`config.mk`:
```
export PLATFORM = sky130hd
export DESIGN_NAME = multdiv_unit
export DESIGN_NICKNAME = d
export VERILOG_FILES = /design/src/rtl/multdiv_pkg.sv /design/src/rtl/multdiv_unit_booth.sv /design/src/rtl/multdiv_unit.sv
export SDC_FILE = /design/constraint.sdc
export NUM_CORES = 1
export LEC_CHECK = 0
export ABC_AREA = 0
export BUFFER_PORTS_ARGS = -buffer_cell sky130_fd_sc_hd__buf_4
export CAP_MARGIN = 20
export CELL_PAD_IN_SITES_DETAIL_PLACEMENT = 1
export CELL_PAD_IN_SITES_GLOBAL_PLACEMENT = 2
export CORE_UTILIZATION = 23
export DETAILED_ROUTE_END_ITERATION = 8
export PLACE_DENSITY = 0.62
export RECOVER_POWER = 100
export SETUP_SLACK_MARGIN = 0.02
export SLEW_MARGIN = 25
export SYNTH_ARGS = -nofsm -noshare
export SYNTH_HDL_FRONTEND = slang
export SYNTH_SLANG_ARGS = --single-unit
```
`constraint.sdc`:
```
create_clock -name clock -period 15.7 [get_ports clock]
set_input_delay 0.785 -clock clock [delete_from_list [all_inputs] [get_ports clock]]
set_output_delay 0.785 -clock clock [all_outputs]
set_load 0.01 [all_outputs]
```
`src/rtl/multdiv_pkg.sv`:
```
// Shared types and constants for the iterative multiply/divide unit.
package multdiv_pkg;

  // Control FSM encoding.
  typedef enum logic [1:0] {
    IDLE = 2'd0,
    MULT = 2'd1,
    DIV  = 2'd2,
    DONE = 2'd3
  } state_t;

  // Step counts for the default 32-bit configuration.
  localparam int DEF_WIDTH  = 32;
  localparam int MULT_STEPS = DEF_WIDTH / 2;
  localparam int DIV_STEPS  = DEF_WIDTH;

  // Radix-4 Booth partial-product selections.
  typedef enum logic [2:0] {
    ZERO     = 3'd0,
    PLUS_M   = 3'd1,
    PLUS_2M  = 3'd2,
    MINUS_2M = 3'd3,
    MINUS_M  = 3'd4
  } booth_sel_t;

  // Map {b[i+1], b[i], b[i-1]} to the partial-product selection.
  function automatic booth_sel_t booth_decode(input logic [2:0] bits);
    booth_sel_t sel;
    case (bits)
      3'b001, 3'b010: sel = PLUS_M;
      3'b011:         sel = PLUS_2M;
      3'b100:         sel = MINUS_2M;
      3'b101, 3'b110: sel = MINUS_M;
      default:        sel = ZERO;
    endcase
    return sel;
  endfunction

endpackage

```
`src/rtl/multdiv_unit_booth.sv`:
```
// One radix-4 Booth step: picks 0, +-M or +-2M from the sign-extended multiplicand.
module booth_radix4_step
  import multdiv_pkg::*;
#(
  parameter int WIDTH = 32
) (
  input  logic [2:0]         i_bits,
  input  logic [WIDTH+1:0]   i_mcand,
  output logic [WIDTH+1:0]   o_pp
);

  booth_sel_t w_sel;

  // Decode the three multiplier bits into a signed multiple of the multiplicand.
  always_comb begin
    w_sel = booth_decode(i_bits);
    o_pp  = '0;
    case (w_sel)
      PLUS_M:   o_pp = i_mcand;
      PLUS_2M:  o_pp = i_mcand << 1;
      MINUS_2M: o_pp = -(i_mcand << 1);
      MINUS_M:  o_pp = -i_mcand;
      default:  o_pp = '0;
    endcase
  end

endmodule

```
`src/rtl/multdiv_unit.sv`:
```
// Iterative signed multiply (radix-4 Booth) / divide (restoring on magnitudes).
//
// state | meaning
// IDLE  | waiting for a start strobe
// MULT  | Booth steps in flight, two multiplier bits per cycle
// DIV   | restoring divide steps in flight, one quotient bit per cycle
// DONE  | result valid, completion pulse high for this single cycle
module multdiv_unit
  import multdiv_pkg::*;
#(
  parameter int WIDTH = 32
) (
  input  logic             clock,
  input  logic             reset,
  input  logic [WIDTH-1:0] data_operandA,
  input  logic [WIDTH-1:0] data_operandB,
  input  logic             ctrl_MULT,
  input  logic             ctrl_DIV,
  output logic [WIDTH-1:0] data_result,
  output logic             data_exception,
  output logic             data_resultRDY,
  output logic             busy
);

  localparam int MSTEPS = WIDTH / 2;
  localparam int DSTEPS = WIDTH;
  localparam int CW     = $clog2(DSTEPS);
  localparam logic [CW-1:0] M_LAST = CW'(MSTEPS - 1);
  localparam logic [CW-1:0] D_LAST = CW'(DSTEPS - 1);

  state_t r_state;
  state_t w_state_next;
  logic [CW-1:0] r_count;

  logic w_start_mult;
  logic w_start_div;
  logic w_start;
  logic w_mult_last;
  logic w_div_last;

  // Multiply datapath: upper half carries two guard bits so +-2M never overflows.
  logic signed [WIDTH+1:0] r_mcand;
  logic signed [WIDTH+1:0] r_acc;
  logic [WIDTH-1:0]        r_mplr;
  logic                    r_prev;
  logic [WIDTH+1:0]        w_pp;
  logic signed [WIDTH+1:0] w_sum;
  logic signed [WIDTH+1:0] w_acc_next;
  logic [WIDTH-1:0]        w_mplr_next;
  logic                    w_mult_exc;

  // Divide datapath on magnitudes; |INT_MIN| fits as an unsigned WIDTH value.
  logic [WIDTH-1:0] r_dvsr;
  logic [WIDTH-1:0] r_quo;
  logic [WIDTH-1:0] r_rem;
  logic             r_neg;
  logic             r_dvz;
  logic             r_ovf;
  logic [WIDTH:0]   w_rem_shift;
  logic             w_keep;
  logic [WIDTH-1:0] w_rem_next;
  logic [WIDTH-1:0] w_quo_next;
  logic [WIDTH-1:0] w_quo_signed;

  logic [WIDTH-1:0] r_result;
  logic             r_exc;

  // A new strobe always restarts; multiply wins when both arrive together.
  assign w_start_mult = ctrl_MULT;
  assign w_start_div  = ctrl_DIV & ~ctrl_MULT;
  assign w_start      = ctrl_MULT | ctrl_DIV;
  assign w_mult_last  = (r_state == MULT) && (r_count == M_LAST) && !w_start;
  assign w_div_last   = (r_state == DIV)  && (r_count == D_LAST) && !w_start;

  booth_radix4_step #(.WIDTH(WIDTH)) u_booth (
    .i_bits  ({r_mplr[1:0], r_prev}),
    .i_mcand (r_mcand),
    .o_pp    (w_pp)
  );

  // Booth accumulate followed by a 2-bit arithmetic shift of {acc, multiplier}.
  always_comb begin
    w_sum       = r_acc + $signed(w_pp);
    w_acc_next  = w_sum >>> 2;
    w_mplr_next = {w_sum[1:0], r_mplr[WIDTH-1:2]};
    w_mult_exc  = (w_acc_next[WIDTH-1:0] != {WIDTH{w_mplr_next[WIDTH-1]}});
  end

  // Restoring step: shift in the next dividend bit and keep the difference if it fits.
  always_comb begin
    w_rem_shift  = {r_rem, r_quo[WIDTH-1]};
    w_keep       = (w_rem_shift >= {1'b0, r_dvsr});
    w_rem_next   = w_keep ? (w_rem_shift[WIDTH-1:0] - r_dvsr) : w_rem_shift[WIDTH-1:0];
    w_quo_next   = {r_quo[WIDTH-2:0], w_keep};
    w_quo_signed = r_neg ? -w_quo_next : w_quo_next;
  end

  // State register.
  always_ff @(posedge clock) begin
    if (reset) r_state <= IDLE;
    else       r_state <= w_state_next;
  end

  // Next-state logic; strobes take effect from any state.
  always_comb begin
    w_state_next = r_state;
    if (w_start_mult) begin
      w_state_next = MULT;
    end else if (w_start_div) begin
      w_state_next = DIV;
    end else begin
      case (r_state)
        MULT:    if (r_count == M_LAST) w_state_next = DONE;
        DIV:     if (r_count == D_LAST) w_state_next = DONE;
        DONE:    w_state_next = IDLE;
        default: w_state_next = IDLE;
      endcase
    end
  end

  // Operand capture, iteration and result registers.
  always_ff @(posedge clock) begin
    if (reset) begin
      r_count  <= '0;
      r_mcand  <= '0;
      r_acc    <= '0;
      r_mplr   <= '0;
      r_prev   <= 1'b0;
      r_dvsr   <= '0;
      r_quo    <= '0;
      r_rem    <= '0;
      r_neg    <= 1'b0;
      r_dvz    <= 1'b0;
      r_ovf    <= 1'b0;
      r_result <= '0;
      r_exc    <= 1'b0;
    end else begin
      if (w_start_mult) begin
        r_count <= '0;
        r_mcand <= {{2{data_operandA[WIDTH-1]}}, data_operandA};
        r_acc   <= '0;
        r_mplr  <= data_operandB;
        r_prev  <= 1'b0;
      end else if (w_start_div) begin
        r_count <= '0;
        r_quo   <= data_operandA[WIDTH-1] ? -data_operandA : data_operandA;
        r_dvsr  <= data_operandB[WIDTH-1] ? -data_operandB : data_operandB;
        r_rem   <= '0;
        r_neg   <= data_operandA[WIDTH-1] ^ data_operandB[WIDTH-1];
        r_dvz   <= (data_operandB == '0);
        r_ovf   <= (data_operandA == {1'b1, {(WIDTH-1){1'b0}}}) && (data_operandB == '1);
      end else if (r_state == MULT) begin
        r_count <= r_count + 1'b1;
        r_acc   <= w_acc_next;
        r_mplr  <= w_mplr_next;
        r_prev  <= r_mplr[1];
      end else if (r_state == DIV) begin
        r_count <= r_count + 1'b1;
        r_rem   <= w_rem_next;
        r_quo   <= w_quo_next;
      end

      if (w_mult_last) begin
        r_result <= w_mplr_next;
        r_exc    <= w_mult_exc;
      end else if (w_div_last) begin
        r_result <= r_dvz ? '0 : w_quo_signed;
        r_exc    <= r_dvz | r_ovf;
      end
    end
  end

  assign data_result    = r_result;
  assign data_exception = r_exc;
  assign data_resultRDY = (r_state == DONE);
  assign busy           = (r_state == MULT) || (r_state == DIV);

endmodule

```
==> After elaboration in Yosys (flattened, before gate mapping) <==
Cells that the tools add are included.
{ "word_totals": {"input_bits": 68, "register_bits": 236, "elab_cells": 103, "output_inout_bits": 35} }
{ "op_classes": {"n_reduce_logical": 22, "n_addsub": 8, "eq_ne": 24, "muxes": 27, "n_bitwise": 6, "order_cmp": 1} }
{ "ops": {"columns": ["cell", "n"], "rows": [
  ["$mux W32", 16],
  ["$pmux W34 S4", 1],
  ["$neg A32 Y32", 3],
  ["$neg A34 Y34", 2],
  ["$eq A32 B32 Y1 const B", 2],
  ["$add A32 B34 Y34", 1],
  ["$ge A33 B32 Y1", 1],
  ["$logic_not A32 Y1", 1],
  ["$ne A32 B32 Y1", 1],
  ["$sub A32 B32 Y32", 1],
  ["$eq A3 B2 Y1 const B", 4],
  ["$eq A3 B3 Y1 const B", 4],
  ["$pmux W3 S4", 1],
  ["$mux W5", 2],
  ["$reduce_and A2 Y1", 5],
  ["$reduce_bool A2 Y1", 4],
  ["$eq A3 B1 Y1 const B", 2],
  ["$mux W2", 3],
  ["$reduce_or A2 Y1", 3],
  ["$add A5 B1 Y5 const B", 1],
  ["$eq A5 B4 Y1 const B", 1],
  ["$eq A5 B5 Y1 const B", 1],
  ["$logic_and A1 B1 Y1", 5],
  ["$eq A2 B2 Y1 const B", 2],
  ["other kinds (16)", 21]
]} }

==> Logic depth before layout (Yosys ltp) <==
Gate-level depths: netlist of the first run.
{ "logic_depth": {"ltp_word": 9, "ltp_mapped": 23, "ltp_nobuf": 22} }

==> Cells and area by module <==
A second synthesis of the first run with hierarchy kept.
{ "hier_totals": {"cells_unflattened": 2161, "area_unflattened_um2": 16728.5} }
{ "by_module_without_submodules": {"columns": ["module", "seq_area_each_um2", "cells_each", "area_each_um2", "instances"], "rows": [
  ["multdiv_unit", 4724.5, 1837, 14717.9, 1],
  ["booth_radix4_step", 0.0, 324, 2010.7, 1]
]} }

==> Worst setup path before layout of the first run <==
Ideal clock, no wire load.
{ "synth_path": {"path_type": "register -> register", "start": "register r_mcand[8]", "end": "register r_exc, in the netlist data_exception", "setup_ps": 134, "path_slack_ps": 10221, "path_buffers": 2, "period_less_slack_ps": 5479, "path_stages_with_launch": 21, "t_required_ps": 15566, "arrival_ps": 5344, "path_cell_list": "dfxtp_1 -> buf_6 -> or4_4 -> or3_4 -> or3_1 -> or3_1 -> xor2_1 -> a221o_1 -> ha_1 -> buf_2 -> a21o_1 -> a21o_1 -> a2111oi_2 -> or3_1 -> a211oi_1 -> o21a_1 -> a211o_1 -> or4b_1 -> nor4_1 -> a41o_1 -> a41oi_1"} }
{ "synth_via": {"elab_chain_cells": 5, "elab_cells_between_ends": 6, "classes_between": "add/sub (3); eq/ne (1); mux (2)"} }
{ "synth_lines": {"columns": ["item", "line_no", "text"], "rows": [
  ["from (decl)", "multdiv_unit.sv:42", "logic signed [WIDTH+1:0] r_mcand;"],
  ["from (signal assigned)", "multdiv_unit.sv:140", "r_mcand <= {{2{data_operandA[WIDTH-1]}}, data_operandA};"],
  ["$neg A34 Y34 (on tied branches)", "multdiv_unit_booth.sv:22, multdiv_unit_booth.sv:21", null],
  ["$pmux W34 S4 *", "multdiv_unit_booth.sv:18", "case (w_sel)"],
  ["$add A32 B34 Y34 *", "multdiv_unit.sv:83", "w_sum = r_acc + $signed(w_pp);"],
  ["$ne A32 B32 Y1 *", "multdiv_unit.sv:86", "w_mult_exc = (w_acc_next[WIDTH-1:0] != {WIDTH{w_mplr_next[WIDTH-1]}});"],
  ["$mux W1 *", "multdiv_unit.sv:163", "if (w_mult_last) begin"],
  ["to (signal assigned)", "multdiv_unit.sv:165", "r_exc <= w_mult_exc;"],
  ["to (signal assigned)", "multdiv_unit.sv:168", "r_exc <= r_dvz | r_ovf;"],
  ["to (decl)", "multdiv_unit.sv:66", "logic r_exc;"]
]} }
Every way passes the cells marked *; elsewhere a longest branch is shown, timed or not.
A chain may end at the register's enable or synchronous reset.

==> Final worst setup path of the first run <==
{ "layout_path": {"start": "input ctrl_MULT", "end": "register r_rem[26]"} }
{ "layout_via": {"elab_chain_cells": 4, "elab_cells_between_ends": 6, "classes_between": "eq/ne (1); mux (1); bitwise (2); reduce/logical (2)"} }
{ "layout_lines": {"columns": ["item", "line_no", "text"], "rows": [
  ["from (decl)", "multdiv_unit.sv:17", "input logic ctrl_MULT,"],
  ["$not A1 Y1 (no line) *", null, null],
  ["$and A1 B1 Y1", "multdiv_unit.sv:70", "assign w_start_div = ctrl_DIV & ~ctrl_MULT;"],
  ["$ne A2 B2 Y1 (no line) or $reduce_bool A2 Y1 (tied branches)", null, null],
  ["$reduce_and A3 Y1 (no line)", null, null],
  ["to (signal assigned)", "multdiv_unit.sv:159", "r_rem <= w_rem_next;"],
  ["to (decl)", "multdiv_unit.sv:55", "logic [WIDTH-1:0] r_rem;"]
]} }
Marks and branches as above.

==> impl_results.html, run 1 <==
<table>
<tr><th>Metric</th><th>Value</th></tr>
<tr><th colspan="2">Cells and area</th></tr>
<tr><td>Footprint of the flip-flops and latches</td><td>4726 um2</td></tr>
<tr><td>Nets@finish</td><td>2,312</td></tr>
<tr><td>Total area of multi-input combinational cells</td><td>11,170 um2</td></tr>
<tr><td>Layout Cells excl Fill</td><td>~3,100</td></tr>
<tr><td>Count of filler cells inserted in the layout</td><td>8,624</td></tr>
<tr><td>P&amp;R area growth vs syn</td><td>15.80%</td></tr>
<tr><td>Layout cell share with drive strength beyond 1</td><td>8.075%</td></tr>
<tr><th colspan="2">GRT</th></tr>
<tr><td>Via count of the first global-routing pass</td><td>~17,000</td></tr>
<tr><td>Wire length of the first global-routing pass</td><td>~100,000 um</td></tr>
<tr><td>Overall routing resource usage</td><td>17.33%</td></tr>
<tr><td>Total overflow reported by the global router</td><td>0</td></tr>
<tr><td>Initial antenna violation count</td><td>3</td></tr>
<tr><td>Largest net degree at the start of global routing</td><td>86</td></tr>
<tr><th colspan="2">Route</th></tr>
<tr><td>Detailed-routed wire length on met2</td><td>29,760 um</td></tr>
<tr><td>Total vias in the final route</td><td>16,253</td></tr>
<tr><td>Vias per std cell</td><td>roughly 5.2</td></tr>
<tr><td>Wire per inst</td><td>20.54 um</td></tr>
<tr><td>Number of antenna-violating nets in the routed design</td><td>0</td></tr>
<tr><td>Total routed wirelength</td><td>about 65,000 um</td></tr>
<tr><td>Detailed router's first-iteration violation count</td><td>a little over 900</td></tr>
<tr><td>Wire length on met3</td><td>between 2000 and 2500 um</td></tr>
<tr><td>Detailed-routing iteration count for the pre-antenna-repair pass</td><td>7</td></tr>
<tr><td>Wire length the detailed router placed on met1</td><td>30,520 um</td></tr>
<tr><td>Total DRC errors in the routed layout</td><td>0</td></tr>
<tr><td>Top layer used by detailed routing</td><td>met5</td></tr>
<tr><th colspan="2">Placed design</th></tr>
<tr><td>GP Congestion</td><td>0.8344</td></tr>
<tr><td>Count of buffers from port buffering</td><td>102</td></tr>
<tr><td>HPWL after detailed placement</td><td>47,940 um</td></tr>
<tr><td>Inst Count DP</td><td>3,079</td></tr>
<tr><th colspan="2">Run</th></tr>
<tr><td>Number of violations of the max-capacitance limit</td><td>10</td></tr>
<tr><th colspan="2">Synth</th></tr>
<tr><td>Share of synthesized flip-flops with an asynchronous set or reset</td><td>0%</td></tr>
<tr><td>List of most frequent post-synthesis cells</td><td>nor2_1, dfxtp_1, nand2_1</td></tr>
<tr><td>Number of unique standard cell types used by synthesis</td><td>87</td></tr>
<tr><td>Synthesized netlist cell count</td><td>~2,100</td></tr>
<tr><td>Average cell area after synthesis</td><td>slightly below 8 um2</td></tr>
<tr><td>Share of the synthesized area in the top cell type</td><td>28.30%</td></tr>
<tr><td>Top_reg_cell synth</td><td>dfxtp_1</td></tr>
<tr><td>Post-synth EDFFs</td><td>0</td></tr>
<tr><td>Most numerous cell in the Yosys netlist</td><td>nor2_1</td></tr>
<tr><td>Yosys warnings</td><td>0</td></tr>
<tr><td>Post-synth design cell area</td><td>16,690 um2</td></tr>
<tr><td>Leading post-synthesis cells by cell area</td><td>dfxtp_1, nor2_1, ha_1</td></tr>
<tr><td>Biggest area consumer among synthesized cells</td><td>dfxtp_1</td></tr>
<tr><td>Post-Synthesis Net Count</td><td>2,295</td></tr>
<tr><td>Register area share after synthesis</td><td>28.30%</td></tr>
<tr><td>Flops &amp; latches, synth</td><td>around 240</td></tr>
<tr><th colspan="2">STA</th></tr>
<tr><td>Slew at the pin closest to its max-slew limit</td><td>3684 ps</td></tr>
<tr><td>Setup TNS</td><td>0 ps</td></tr>
<tr><td>Max-slew headroom at the worst pin</td><td>-145.6%</td></tr>
<tr><td>Clock Skew</td><td>29.75 ps</td></tr>
<tr><td>RSZ-0062 raised after global routing</td><td>no</td></tr>
<tr><td>F_max</td><td>120.5 MHz</td></tr>
<tr><td>Count of pins over their slew limit</td><td>455</td></tr>
<tr><td>Hold Vio Cnt, Final</td><td>0</td></tr>
<tr><td>Final setup fails</td><td>0</td></tr>
<tr><td>Min Clock Period, post-route</td><td>8298 ps</td></tr>
<tr><td>Final period util</td><td>a little over half</td></tr>
<tr><th colspan="2">Setup path</th></tr>
<tr><td>Type of element capturing the critical path</td><td>register</td></tr>
<tr><td>Worst setup path category</td><td>in2reg</td></tr>
<tr><td>Reg2Reg Launch Point</td><td>r_dvsr[1]</td></tr>
<tr><td>Sequence of cells on the critical path</td><td>clkbuf_1, a21o_1, a21o_2, clkbuf_1, nor2_1, clkbuf_1, a32o_1, a31oi_1, nor2_1</td></tr>
<tr><td>Setup slack, reg-to-reg</td><td>8820 ps</td></tr>
<tr><td>WP data required</td><td>about 16,000 ps</td></tr>
<tr><td>Peak per-stage delay on the critical path</td><td>2580 ps</td></tr>
<tr><td>Startpoint of the worst setup timing path</td><td>ctrl_MULT</td></tr>
<tr><td>Slowest CP cell</td><td>clkbuf_1</td></tr>
<tr><td>Cell repeated most along the worst path</td><td>clkbuf_1</td></tr>
<tr><td>Worst Setup Start Kind</td><td>input pin</td></tr>
<tr><td>Maximum fanout count along the critical path</td><td>74</td></tr>
<tr><td>Critical path data arrival time</td><td>8700 ps</td></tr>
<tr><th colspan="2">CTS</th></tr>
<tr><td>TritonCTS Buffers</td><td>35</td></tr>
<tr><td>Post-CTS resize count</td><td>0</td></tr>
<tr><td>Max H-tree Level</td><td>2</td></tr>
<tr><td>Worst skew pair latency</td><td>between 500 and 600 ps</td></tr>
<tr><td>Number of buffers inserted to repair setup after CTS</td><td>0</td></tr>
<tr><td>Number of buffers between clock root and the deepest sink</td><td>3</td></tr>
<tr><td>Root Buffer</td><td>clkbuf_16</td></tr>
<tr><td>CTS tree</td><td>done</td></tr>
<tr><td>Sink count of the clock tree</td><td>236</td></tr>
<tr><td>Clock-pin slew of the registers on the worst-case setup and hold paths</td><td>60 ps</td></tr>
<tr><td>Number of hold-repair buffers added at the cts stage</td><td>0</td></tr>
<tr><th colspan="2">Worst hold path</th></tr>
<tr><td>Worst hold path class</td><td>reg2reg</td></tr>
<tr><td>Origin of the worst min-delay path</td><td>r_acc[26]</td></tr>
<tr><th colspan="2">Floorplan</th></tr>
<tr><td>Effective utilization at floorplan</td><td>23.31%</td></tr>
<tr><td>Number of standard-cell rows in the floorplan</td><td>98</td></tr>
<tr><td># IOs</td><td>103</td></tr>
<tr><td>Width of the die</td><td>271.4 um</td></tr>
<tr><td>Die Y</td><td>around 270 um</td></tr>
<tr><td>Area of the die</td><td>73,670 um2</td></tr>
<tr><td>CORE AREA</td><td>approximately 72,000 um2</td></tr>
<tr><th colspan="2">Pwr</th></tr>
<tr><td>Total power divided by cell area</td><td>106.3 nW/um2</td></tr>
<tr><td>Static leakage power</td><td>7.512 nW</td></tr>
<tr><td>Peak supply drop</td><td>0.08697 mV</td></tr>
<tr><th colspan="2">Status</th></tr>
<tr><td>Status</td><td>complete, but fails checks</td></tr>
<tr><td>Failing checks</td><td>max-capacitance violations, max-slew violations</td></tr>
</table>
[worst max-delay path, delay by kind of cell]
kind | cells | cell delay, ps
buf+inv | 3 | 5190
compound gates | 4 | 2390
simple gates | 2 | 270
[where the power goes]
part | internal, mW | switching (mW)
registers | 0.629 | 0.0327
clock network | 0.518 | 0.324
logic | 0.212 | 0.339
[state kept, by name, summed over array words and instances (netlist names), 2 cells and up]
name         cells
data_result     32
r_acc           32
r_dvsr          32
r_mcand         32
r_mplr          32
r_quo           32
r_rem           32
r_count          5
r_state          2
[layout make-up]
class                   instances  area share, %
inverters                      72          1.398
multi-input cells            1697          57.76
well taps                     950          6.148
diodes                          2        0.02589
clock buffers                  50          5.236
repair buffers                124          3.941
flip-flops and latches        236          24.44
clock inverters                13          1.048
[through the flow]
stage	hold slack [ps]	setup slack (ps)	instance area (um2)	power [mW]	util, %
floorplan	440.6	10220	16690	1.054	-
global placement	449.5	9750	18290	1.218	25.55
detailed placement	455.0	9623	18300	1.226	25.56
CTS	463.3	9608	19520	2.089	27.25
global route	491.8	6723	19330	2.169	27.00
finish	463.6	7402	19330	2.055	27.00
[final timing paths]
path	endpoint	depth (start not counted)
setup / recovery	r_rem[26]	9
hold / removal	r_acc[26]	2
setup reg to reg	data_result[28]	21
hold reg to reg	r_acc[26]	2
[per-layer routing]
layer / track usage [%] / up-vias
met5: 0 / -
met4: 5.928 / 2
met3: 2.645 / 90
met2: 28.64 / 240
met1: 22.84 / 8061
li1: - / 7860
[logic make-up (layout without fill, tap and decap cells)]
logic type | Yosys count | after routing | synth area share (%)
xor+xnor | 183 | 183 | 9.683
mux | 95 | 95 | 5.808
fa+ha+maj | 78 | 78 | 5.936
flops | 236 | 236 | 28.30
buf+inv | 216 | 259 | 4.954
compound gates | 622 | 622 | 25.36
simple gates | 719 | 719 | 19.96
other cells | 0 | 2 | 0
[cell usage in the layout (no fill, tap or decap), types with 10 or more instances in the layout]
cell / count
nor3_1: 37
nand4_1: 22
xnor2_1: 77
clkbuf_1: 53
nand3_1: 30
xor2_1: 105
o41ai_1: 10
and3_1: 15
or3_1: 31
ha_1: 76
nor2b_1: 11
o21ai_0: 88
a222oi_1: 17
buf_4: 77
or4_1: 14
nor4_1: 17
mux2i_1: 80
o31ai_1: 25
a21oi_1: 148
nor2_1: 288
clkbuf_16: 35
a21o_1: 34
a22oi_1: 51
a31oi_1: 15
mux2_2: 15
o211ai_1: 13
a211oi_1: 102
dfxtp_1: 235
nand2_1: 191
nand2b_1: 20
inv_1: 71
a221oi_1: 18
o22ai_1: 15
Note: power is estimated with default switching activity, not from simulation.
==> run 2, diff against run 1 <==
--- a/config.mk
+++ b/config.mk
@@ -12,7 +12,7 @@
 export CELL_PAD_IN_SITES_GLOBAL_PLACEMENT = 2
 export CORE_UTILIZATION = 23
 export DETAILED_ROUTE_END_ITERATION = 8
-export PLACE_DENSITY = 0.62
+export PLACE_DENSITY = 0.64
 export RECOVER_POWER = 100
 export SETUP_SLACK_MARGIN = 0.02
 export SLEW_MARGIN = 25
==> constraint.sdc (replaced) <==
create_clock -name clock -period 7.4 [get_ports clock]
set_input_delay 0.37 -clock clock [delete_from_list [all_inputs] [get_ports clock]]
set_output_delay 0.37 -clock clock [all_outputs]
set_load 0.01 [all_outputs]
==> run 2 against run 1 <==
Net effect:
- the flow still finishes with violations (max-capacitance violations, max-slew violations)
- cell count is essentially flat
- sequential power rose by 110%
- clock power up 110%
- sequential cell count unchanged
==> impl_results.html, run 2 (synthesis results as in run 1) <==
<table>
<tr><th>Metric</th><th>Value</th></tr>
<tr><th colspan="2">Setup path</th></tr>
<tr><td>Type of element capturing the critical path</td><td>register</td></tr>
<tr><td>Worst Setup Start Kind</td><td>register</td></tr>
<tr><td>Worst setup path category</td><td>reg2reg</td></tr>
<tr><td>Sequence of cells on the critical path</td><td>nor4_1, nand4_1, or3_1, or3_1, xor2_1, a221o_1, ha_1, a21o_1, a21o_1, a2111oi_0, or3_1, a211oi_1, o21a_1, a211o_1, or4b_1, nor4_1, a41o_1, a41oi_1</td></tr>
<tr><td>Slowest CP cell</td><td>nor4_1</td></tr>
<tr><td>Cell repeated most along the worst path</td><td>or3_1</td></tr>
<tr><td>Reg-to-Reg End</td><td>data_exception</td></tr>
<tr><td>Critical path data arrival time</td><td>6830 ps (-1870 ps)</td></tr>
<tr><td>Worst-case reg-to-reg path depth</td><td>18 (-14%)</td></tr>
<tr><td>Peak per-stage delay on the critical path</td><td>660 ps (-1920 ps)</td></tr>
<tr><td>Setup slack, reg-to-reg</td><td>960 ps (-7860 ps)</td></tr>
<tr><td>Reg2Reg Launch Point</td><td>r_mcand[3]</td></tr>
<tr><td>WP data required</td><td>7800 ps (-8300 ps)</td></tr>
<tr><td>Maximum fanout count along the critical path</td><td>9 (-88%)</td></tr>
<tr><th colspan="2">CTS</th></tr>
<tr><td>TritonCTS Buffers</td><td>35 (unchanged)</td></tr>
<tr><td>Number of hold-repair buffers added at the cts stage</td><td>0 (unchanged)</td></tr>
<tr><td>CTS tree</td><td>done</td></tr>
<tr><td>Number of buffers inserted to repair setup after CTS</td><td>0 (unchanged)</td></tr>
<tr><td>Worst skew pair latency</td><td>560 ps (about the same)</td></tr>
<tr><td>Root Buffer</td><td>clkbuf_16</td></tr>
<tr><td>Number of buffers between clock root and the deepest sink</td><td>3 (unchanged)</td></tr>
<tr><td>Post-CTS resize count</td><td>0 (unchanged)</td></tr>
<tr><td>Sink count of the clock tree</td><td>236 (unchanged)</td></tr>
<tr><td>Max H-tree Level</td><td>2 (unchanged)</td></tr>
<tr><td>Clock-pin slew of the registers on the worst-case setup and hold paths</td><td>60 ps (about the same)</td></tr>
<tr><th colspan="2">STA</th></tr>
<tr><td>Count of pins over their slew limit</td><td>270 (-41%)</td></tr>
<tr><td>Max-slew headroom at the worst pin</td><td>-175.2% (-30 points)</td></tr>
<tr><td>Setup TNS</td><td>0 ps (unchanged)</td></tr>
<tr><td>Min Clock Period, post-route</td><td>6439 ps</td></tr>
<tr><td>RSZ-0062 raised after global routing</td><td>no</td></tr>
<tr><td>Final setup fails</td><td>0 (unchanged)</td></tr>
<tr><td>Final period util</td><td>87.01%</td></tr>
<tr><td>Hold Vio Cnt, Final</td><td>0 (unchanged)</td></tr>
<tr><td>Clock Skew</td><td>20.49 ps (-9.261 ps)</td></tr>
<tr><td>F_max</td><td>roughly 160 MHz</td></tr>
<tr><td>Slew at the pin closest to its max-slew limit</td><td>4128 ps (+443.2 ps)</td></tr>
<tr><th colspan="2">GRT</th></tr>
<tr><td>Initial antenna violation count</td><td>2 (-1)</td></tr>
<tr><td>Overall routing resource usage</td><td>17.09% (-0.24 points)</td></tr>
<tr><td>Total overflow reported by the global router</td><td>0 (unchanged)</td></tr>
<tr><td>Via count of the first global-routing pass</td><td>16,441 (-0.56%)</td></tr>
<tr><td>Wire length of the first global-routing pass</td><td>98,750 um (-1.6%)</td></tr>
<tr><td>Largest net degree at the start of global routing</td><td>88 (+2.3%)</td></tr>
<tr><th colspan="2">Placed design</th></tr>
<tr><td>Count of buffers from port buffering</td><td>102 (unchanged)</td></tr>
<tr><td>Inst Count DP</td><td>3,084 (+0.16%)</td></tr>
<tr><td>Placed inst area</td><td>18,340 um2 (+0.20%)</td></tr>
<tr><td>HPWL after detailed placement</td><td>47,200 um (-1.6%)</td></tr>
<tr><td>GP Congestion</td><td>0.8240 (-1.2%)</td></tr>
<tr><th colspan="2">Cells and area</th></tr>
<tr><td>Layout cell share with drive strength beyond 1</td><td>8.424% (+0.35 points)</td></tr>
<tr><td>Most common cell after layout, fill and taps aside</td><td>nor2_1</td></tr>
<tr><td>Layout Cells excl Fill</td><td>3,146 (+0.064%)</td></tr>
<tr><td>Top library cells by usage in the layout, fill and taps aside</td><td>nor2_1, dfxtp_1, nand2_1</td></tr>
<tr><td>ANT cells</td><td>0 (-2)</td></tr>
<tr><td>Nets@finish</td><td>2,317 (+0.22%)</td></tr>
<tr><td>P&amp;R area growth vs syn</td><td>15.85% (about the same)</td></tr>
<tr><td>Cell area after layout</td><td>19,340 um2 (about the same)</td></tr>
<tr><th colspan="2">Floorplan</th></tr>
<tr><td># IOs</td><td>103 (unchanged)</td></tr>
<tr><td>CORE AREA</td><td>71,610 um2 (unchanged)</td></tr>
<tr><td>Effective utilization at floorplan</td><td>23.31% (unchanged)</td></tr>
<tr><td>Die Y</td><td>271.4 um (unchanged)</td></tr>
<tr><td>Width of the die</td><td>271.4 um (unchanged)</td></tr>
<tr><td>Area of the die</td><td>73,670 um2 (unchanged)</td></tr>
<tr><td>Number of standard-cell rows in the floorplan</td><td>98 (unchanged)</td></tr>
<tr><th colspan="2">Route</th></tr>
<tr><td>Detailed router's first-iteration violation count</td><td>974 (+6.1%)</td></tr>
<tr><td>Total routed wirelength</td><td>63,770 um (-1.3%)</td></tr>
<tr><td>Wire per inst</td><td>20.27 um (-1.3%)</td></tr>
<tr><td>Vias per std cell</td><td>5.135 (-0.66%)</td></tr>
<tr><td>Total DRC errors in the routed layout</td><td>0 (unchanged)</td></tr>
<tr><td>Detailed-routing iteration count for the pre-antenna-repair pass</td><td>5 (-2)</td></tr>
<tr><td>Number of antenna-violating nets in the routed design</td><td>0 (unchanged)</td></tr>
<tr><td>Total vias in the final route</td><td>16,156 (-0.60%)</td></tr>
<tr><th colspan="2">Pwr</th></tr>
<tr><td>Peak supply drop</td><td>0.1347 mV (+55%)</td></tr>
<tr><td>Post-layout total power</td><td>4.318 mW (+110%)</td></tr>
<tr><td>Static leakage power</td><td>7.539 nW (+0.36%)</td></tr>
<tr><td>Total power divided by cell area</td><td>223.3 nW/um2 (+110%)</td></tr>
<tr><th colspan="2">Worst hold path</th></tr>
<tr><td>Hold EP</td><td>r_mcand[30]</td></tr>
<tr><td>Origin of the worst min-delay path</td><td>data_operandA[30]</td></tr>
<tr><td>Worst hold path class</td><td>in2reg</td></tr>
<tr><td>Hold path depth</td><td>3 (+1)</td></tr>
<tr><th colspan="2">Status</th></tr>
<tr><td>Failing checks</td><td>max-capacitance violations, max-slew violations</td></tr>
<tr><td>Status</td><td>complete, but fails checks</td></tr>
<tr><th colspan="2">Run</th></tr>
<tr><td>Number of violations of the max-capacitance limit</td><td>5 (-5)</td></tr>
</table>
==> run 2: cell type report <==
cell class / count / area (um2)
fillers: 8581 / 52270
multi-input cells: 1697 / 11170
flip-flops and latches: 236 / 4726
well taps: 950 / 1189
clock buffers: 51 / 1006
repair buffers: 129 / 814.5
inverters: 72 / 270.3
clock inverters: 11 / 167.7
==> run 2: per-stage QoR <==
step           hold slack (ps)  setup slack (ps)  util [%]
3_5_place_dp             454.0              1289     25.61
2_1_floorplan            440.6              1921         -
3_3_place_gp             448.0              1267     25.60
6_report                 92.41             961.3     27.01
5_1_grt                  111.8             468.3     27.01
4_1_cts                  63.76              1247     27.25
==> run 2: power by group <==
part           switching, mW  internal (mW)
sequential            0.0690           1.34
combinational          0.729          0.450
clock                  0.677           1.06
total                   1.48           2.84
==> run 2: routing by layer <==
layer / global-route usage, % / part of all wire [%]
met5: 0 / 0.036
met4: 7.274 / 4.4
met3: 3.123 / 4.0
met2: 27.24 / 44
met1: 22.48 / 47
==> run 2: worst max-delay path by stage <==
stage / start / end / slack, ps / cells past startpoint
after floorplan: r_mcand[8] / data_exception / 1920 / 20
after global placement: r_mcand[3] / data_exception / 1270 / 18
after detailed placement: r_mcand[3] / data_exception / 1290 / 18
after CTS: r_mcand[3] / data_exception / 1250 / 18
after global routing: reset / r_acc[9] / 470 / 4
final: r_mcand[3] / data_exception / 960 / 18
==> run 2: critical path: cells and delay by family (launching register included) <==
kind	cells	cell delay [ps]
fa+ha+maj	1	380
xor+xnor	1	170
flops	1	390
simple gates	7	2900
compound gates	9	2400
